**config.mk**
```make
export PLATFORM = sky130hd
export DESIGN_NAME = iterative_shifter
export DESIGN_NICKNAME = d
export VERILOG_FILES = /design/src/rtl/iterative_shifter.sv
export SDC_FILE = /design/constraint.sdc
export NUM_CORES = 1
export LEC_CHECK = 0
export CAP_MARGIN = 20
export CORE_UTILIZATION = 45
export DETAILED_ROUTE_END_ITERATION = 16
export PLACE_DENSITY = 0.72
export SYNTH_ARGS = -nofsm -noshare
export SYNTH_HDL_FRONTEND = slang
export SYNTH_SLANG_ARGS = --single-unit
```
**constraint.sdc**
```tcl
create_clock -name clk -period 2.14 [get_ports clk]
set_input_delay 0.428 -clock clk [delete_from_list [all_inputs] [get_ports clk]]
set_output_delay 0.428 -clock clk [all_outputs]
set_load 0.1 [all_outputs]
```
**src/rtl/iterative_shifter.sv**
```systemverilog
// iterative_shifter: multi-cycle shift/rotate unit.
// Applies one log2 stage per clock, starting from amount[0], behind
// valid/ready request and response ports.
//
// state | meaning
// IDLE  | waiting for a request, in_ready high
// SHIFT | applying one power-of-two stage per clock
// DONE  | result presented, held until the consumer takes it
module iterative_shifter #(
  parameter  int BitWidth = 32,
  localparam int L        = $clog2(BitWidth)
) (
  input  logic                clk,
  input  logic                rst_n,
  input  logic                in_valid,
  output logic                in_ready,
  input  logic [BitWidth-1:0] in_data,
  input  logic [L-1:0]        amount,
  input  logic                arith1_logic0,
  input  logic                left1_right0,
  input  logic                shift1_rotate0,
  output logic                out_valid,
  input  logic                out_ready,
  output logic [BitWidth-1:0] out_data
);

  typedef enum logic [1:0] {
    IDLE  = 2'd0,
    SHIFT = 2'd1,
    DONE  = 2'd2
  } state_e;

  localparam logic [L-1:0] LastStep = L[L-1:0] - 1'b1;

  state_e              state_q;
  state_e              state_d;

  logic [BitWidth-1:0] acc_q;
  logic [L-1:0]        amount_q;
  logic [L-1:0]        step_q;
  logic                arith_q;
  logic                left_q;
  logic                shift_q;
  logic                sign_q;

  logic [BitWidth-1:0] stage_res;
  logic                stage_en;

  // State register
  always_ff @(posedge clk or negedge rst_n) begin
    if (!rst_n) begin
      state_q <= IDLE;
    end else begin
      state_q <= state_d;
    end
  end

  // Next-state logic: SHIFT always lasts exactly L cycles, whatever the amount
  always_comb begin
    state_d = state_q;
    case (state_q)
      IDLE: begin
        if (in_valid) begin
          state_d = SHIFT;
        end
      end
      SHIFT: begin
        if (step_q == LastStep) begin
          state_d = DONE;
        end
      end
      DONE: begin
        if (out_ready) begin
          state_d = IDLE;
        end
      end
      default: state_d = IDLE;
    endcase
  end

  // Handshake outputs; result is forced to zero unless it is being presented
  always_comb begin
    in_ready  = 1'b0;
    out_valid = 1'b0;
    out_data  = '0;
    case (state_q)
      IDLE: in_ready = 1'b1;
      DONE: begin
        out_valid = 1'b1;
        out_data  = acc_q;
      end
      default: ;
    endcase
  end

  // One stage of the shifter: distance 2**step, with the amount bit that enables it
  always_comb begin
    stage_res = acc_q;
    stage_en  = 1'b0;
    for (int k = 0; k < L; k++) begin
      if (step_q == k[L-1:0]) begin
        stage_en = amount_q[k];
        if (!shift_q) begin
          if (left_q) begin
            stage_res = (acc_q << (2**k)) | (acc_q >> (BitWidth - 2**k));
          end else begin
            stage_res = (acc_q >> (2**k)) | (acc_q << (BitWidth - 2**k));
          end
        end else if (left_q) begin
          stage_res = acc_q << (2**k);
        end else if (arith_q) begin
          stage_res = (acc_q >> (2**k)) | ({BitWidth{sign_q}} << (BitWidth - 2**k));
        end else begin
          stage_res = acc_q >> (2**k);
        end
      end
    end
  end

  // Operand capture on accept, then one conditional stage per SHIFT cycle
  always_ff @(posedge clk or negedge rst_n) begin
    if (!rst_n) begin
      acc_q    <= '0;
      amount_q <= '0;
      step_q   <= '0;
      arith_q  <= 1'b0;
      left_q   <= 1'b0;
      shift_q  <= 1'b0;
      sign_q   <= 1'b0;
    end else begin
      case (state_q)
        IDLE: begin
          if (in_valid) begin
            acc_q    <= in_data;
            amount_q <= amount;
            arith_q  <= arith1_logic0;
            left_q   <= left1_right0;
            shift_q  <= shift1_rotate0;
            sign_q   <= in_data[BitWidth-1];
            step_q   <= '0;
          end
        end
        SHIFT: begin
          if (stage_en) begin
            acc_q <= stage_res;
          end
          step_q <= step_q + 1'b1;
        end
        default: ;
      endcase
    end
  end

endmodule

```
# == After elaboration in Yosys (flattened, before gate mapping) ==
# Cells that the tools add are included.
# word_totals
reg_bits,48
input_bits,44
out_inout_bits,34
elab_cells,82
# classes
n_addsub,1
n_eq_ne,11
n_mux,41
bitwise,14
n_reduce_logical,7
# ops
operator,count
two-way mux 32 bit,27
OR 16 x 32 -> 32 bit,2
OR 24 x 32 -> 32 bit,2
OR 28 x 32 -> 32 bit,2
OR 30 x 32 -> 32 bit,2
OR 31 x 32 -> 32 bit,2
one-hot mux 32 bit (2 select lines),1
OR 32 x 1 -> 32 bit,1
OR 32 x 2 -> 32 bit,1
OR 32 x 4 -> 32 bit,1
OR 32 x 8 -> 32 bit,1
"== test 5 x 2 -> 1 bit, second input constant",2
one-hot mux 5 bit (2 select lines),1
"inequality test 2 bit, second input constant",4
two-way mux 1 bit,7
two-way mux 2 bit,3
"inequality test 6 bit, second input constant",1
one-hot mux 2 bit (3 select lines),1
"adder 5 x 1 -> 5 bit, second input constant",1
"== test 5 x 1 -> 1 bit, second input constant",1
"== test 5 x 3 -> 1 bit, second input constant",1
logical NOT 5 bit,1
two-way mux 5 bit,1
AND reduction 2 bit,2
other kinds (6),6

# == Depth between registers and ports, before layout ==
# logic_depth
ltp_word,11
depth_mapped,10
ltp_nobuf,7

# == Worst setup path before layout ==
# No wires, ideal clock.
# synth_path
kind,register -> register
from,reg state_q[1]
to,reg amount_q[1]
setup_ns,0.125
arrival_ns,2.849
path_slack_ns,-0.834
path_stages_with_launch,6
path_buffers,2
path_cell_list,dfrtp_1 -> nor2_1 -> and2_1 -> clkbuf_1 -> clkbuf_1 -> mux2_2
# synth_between
elab_chain_cells,2
# synth_rtl
element,line_no,source
from (decl),35,state_e state_q;
from (signal assigned),54,state_q <= state_d;
logical NOT 2 bit,131,case (state_q)
AND reduction 2 bit (no source line),--,
to (signal assigned),135,amount_q <= amount;
to (decl),39,logic [L-1:0] amount_q;
# Every way passes these cells.
# A chain may end at the register's enable or synchronous reset.

# == Worst setup path in the final report ==
# layout_path
from,reg step_q[0]
to,reg acc_q[24]
# layout_between
elab_chain_cells,8
word_cells_on_any_way,19
# layout_rtl
element,line_no,source
from (decl),40,logic [L-1:0] step_q;
from (signal assigned),147,step_q <= step_q + 1'b1;
logical NOT 5 bit,101,if (step_q == k[L-1:0]) begin
two-way mux 1 bit (5 in a row),101,
inequality test 2 bit (no source line),--,
AND reduction 4 bit (no source line),--,
to (signal assigned),134,acc_q <= in_data;
to (signal assigned),145,acc_q <= stage_res;
to (decl),38,logic [BitWidth-1:0] acc_q;
# Parallel ways exist; a longest one is shown, timed or not. The select of a mux whose other input is x is not followed.

==> impl_metrics.env <==
export IMPL_outcome="finished, violations left"
export IMPL_failed_checks="negative setup slack"
export IMPL_ant_nets=0
export IMPL_synth_seq_cells=48
export IMPL_worst_slew_pin_slew_ns=0.658
export IMPL_fin_ws_ns=-0.0541
export IMPL_finalHoldViolCount=0
export IMPL_crit_type="flop to flop"
export IMPL_place_area_um2=6570
export IMPL_startpoint_type="flop"
export IMPL_setup_viol=10
export IMPL_die_w_um=105
export IMPL_syn_inst=684
export IMPL_cts_reportedPaths_clkPinSlew_ns=0.11
export IMPL_grt_max_degree=33
export IMPL_mostFrequentLayoutCells="nand2_1, buf_4, nor2_1, dfrtp_1, buf_12"
export IMPL_worstPathArrival_ns=2.45
export IMPL_drt_wl_total_um=22800
export IMPL_clock_skew_ns=0.0155
export IMPL_fin_crit_sh_pct=103
export IMPL_start_util_pct=46.4
export IMPL_fp_dieH_um=105
export IMPL_multi_input_area_um2=3640
export IMPL_cap_viol_max_count=0
export IMPL_cts_sinks=48
export IMPL_gp_congestion=0.983
export IMPL_drive_above_1_share_pct=31.6
export IMPL_hp_class="input pin to asynchronous set/reset pin"
export IMPL_area_delta_synth_final_pct=53.0
export IMPL_synth_edf_count=0
export IMPL_p_per_area_nw_per_um2=1870
export IMPL_io_pins=78
export IMPL_timing_hold_ws_ns=0.0896
export IMPL_rows=37
export IMPL_diodes=0
export IMPL_relSlewSlack_pct=56.1
export IMPL_dieArea_um2=11100
export IMPL_r2r_cells=6
export IMPL_numCtsBuffers=5
export IMPL_slew_violations=0
export IMPL_place_ws_ns=-0.140
export IMPL_ys_seq_area_share_pct=25.0
export IMPL_viasPerCell=6.84
export IMPL_grt_pass1_wl_um=34000
export IMPL_nets=837
export IMPL_timing_rr_start="step_q[0]"
export IMPL_wire_per_inst_um=24.6
export IMPL_layout_min_cycle_time_ns=2.19
export IMPL_synth_area_um2=4810
export IMPL_dominantRegCellSynth="dfrtp_1"
export IMPL_cts_buffer_depth=2
export IMPL_fmax_ghz=0.456
export IMPL_postLayoutCellArea_um2=7370
export IMPL_antenna_found_initial=0
export IMPL_drc_errors=0
export IMPL_r2r_end="acc_q[24]"
export IMPL_endpoint_kind="flop"
export IMPL_cp_max_fo=6
export IMPL_synth_area_per_cell_um2=7.04
export IMPL_regArea_um2=1200
export IMPL_hpwlAfterDp_um=15600
export IMPL_dr_first_iter_drc_count=814
export IMPL_yosysWarnings=0
export IMPL_clk_latency_ns=0.35
export IMPL_reg2reg_slack_ns=-0.05
export IMPL_grt_pass1_vias=5982
export IMPL_ir_drop_mv=1.05
export IMPL_htreeDepth=2
export IMPL_cts_root_buf="clkbuf_8"
export IMPL_grtUsageTotal_pct=40.2
export IMPL_ctsHoldBuffers=0
export IMPL_cts_tree="done"
export IMPL_grt_ovfl_total=0
export IMPL_leakage_uw=0.00298
export IMPL_syn_nets=732
export IMPL_final_common_cell="nand2_1"
export IMPL_fin_util_pct=71.0
export IMPL_fp_coreArea_um2=10400
export IMPL_vias=6331
export IMPL_async_flop_share_pct=100
export IMPL_first_pass_iters=6
export IMPL_required_ns=2.39
export IMPL_numPortBuffers=77
export IMPL_fillers=835
export IMPL_rsz0062_at_grt="true"
export IMPL_ys_types=57
per-stage QoR:
stage | total power (uW) | TNS, ns | std cells
after floorplan | 7490 | -12.60 | 684
after global placement | 10900 | -0.254 | 900
after detailed placement | 11000 | -1.80 | 900
after CTS | 12400 | -0.114 | 915
after global routing | 14400 | -1.61 | 926
final | 13800 | -0.219 | 926
worst max-delay path by stage:
| stage | startpoint | to | cells after the start |
|---|---|---|---|
| floorplan | state_q[0] | out_data[22] | 4 |
| global placement | step_q[1] | acc_q[1] | 10 |
| detailed placement | step_q[1] | acc_q[24] | 8 |
| CTS | step_q[1] | acc_q[24] | 8 |
| global route | step_q[0] | acc_q[24] | 6 |
| finish | step_q[0] | acc_q[24] | 6 |
synthesized netlist by cell type, types with 5 or more instances:
cell type,number,area share [%]
nor2b_1,6,0.78
clkbuf_1,67,5.2
a221oi_1,22,4.0
buf_2,15,1.6
nor3_1,14,1.5
inv_1,8,0.62
dfrtp_1,48,25
a31oi_1,46,6.0
mux2_2,10,2.3
a211oi_1,22,3.4
o22ai_1,7,0.91
o21ai_0,33,3.4
nand2_1,107,8.3
and2_1,35,4.5
nor2_1,50,3.9
a21oi_1,36,3.7
a21boi_0,5,0.78
nand3_1,56,5.8
mux2i_1,13,2.7
sequential cells by signal, summed over array words and instances, names as in the netlist:
name,cells
acc_q,32
amount_q,5
step_q,5
state_q,2
arith_q,1
left_q,1
shift_q,1
sign_q,1
timing repair:
action | CTS | global route
setup endpoints to repair | 53 | 51
pin swaps | 9 | 21
buffers inserted | 5 | 11
cloned | 2 | 3
resized for setup | 34 | 73
per-layer routing:
metal	global-route usage (%)	share of wire (%)
met5	0	0
met3	8.91	12
met4	22.0	5.9
met1	50.8	37
met2	63.6	45
worst max-delay path, cell delays in order (launching register included):
cell,delay [ns]
dfrtp_2,0.47
ha_4,0.17
or4b_4,0.55
mux2_4,0.33
a221o_1,0.32
a32oi_1,0.17
a21oi_1,0.08
where the power goes:
part | internal, uW | leakage, uW | switching [uW] | total [uW]
clock | 353 | 0.0000583 | 407 | 760
sequential | 1380 | 0.000553 | 1110 | 2490
combinational | 4640 | 0.00237 | 5900 | 10500
total | 6370 | 0.00298 | 7410 | 13800
logic make-up after synthesis:
| logic type | share of synthesized area (%) |
|---|---|
| AND/OR/NAND/NOR | 29.9 |
| AO/OA/AOI/OAI | 29.0 |
| buffers and inverters | 8.45 |
| flip-flops | 25.0 |
| multiplexers | 6.29 |
| adder cells (fa/ha/maj) | 1.04 |
| XOR/XNOR | 0.364 |
layout make-up:
cell class	instances	share of cell area (%)
Tap cell	136	2.31
Inverter	8	0.408
Timing Repair Buffer	188	30.0
Clock buffer	5	0.934
Sequential cell	48	16.3
Multi-Input combinational cell	538	49.4
Clock inverter	3	0.645
No activity file was read; power rests on OpenSTA's default activity.
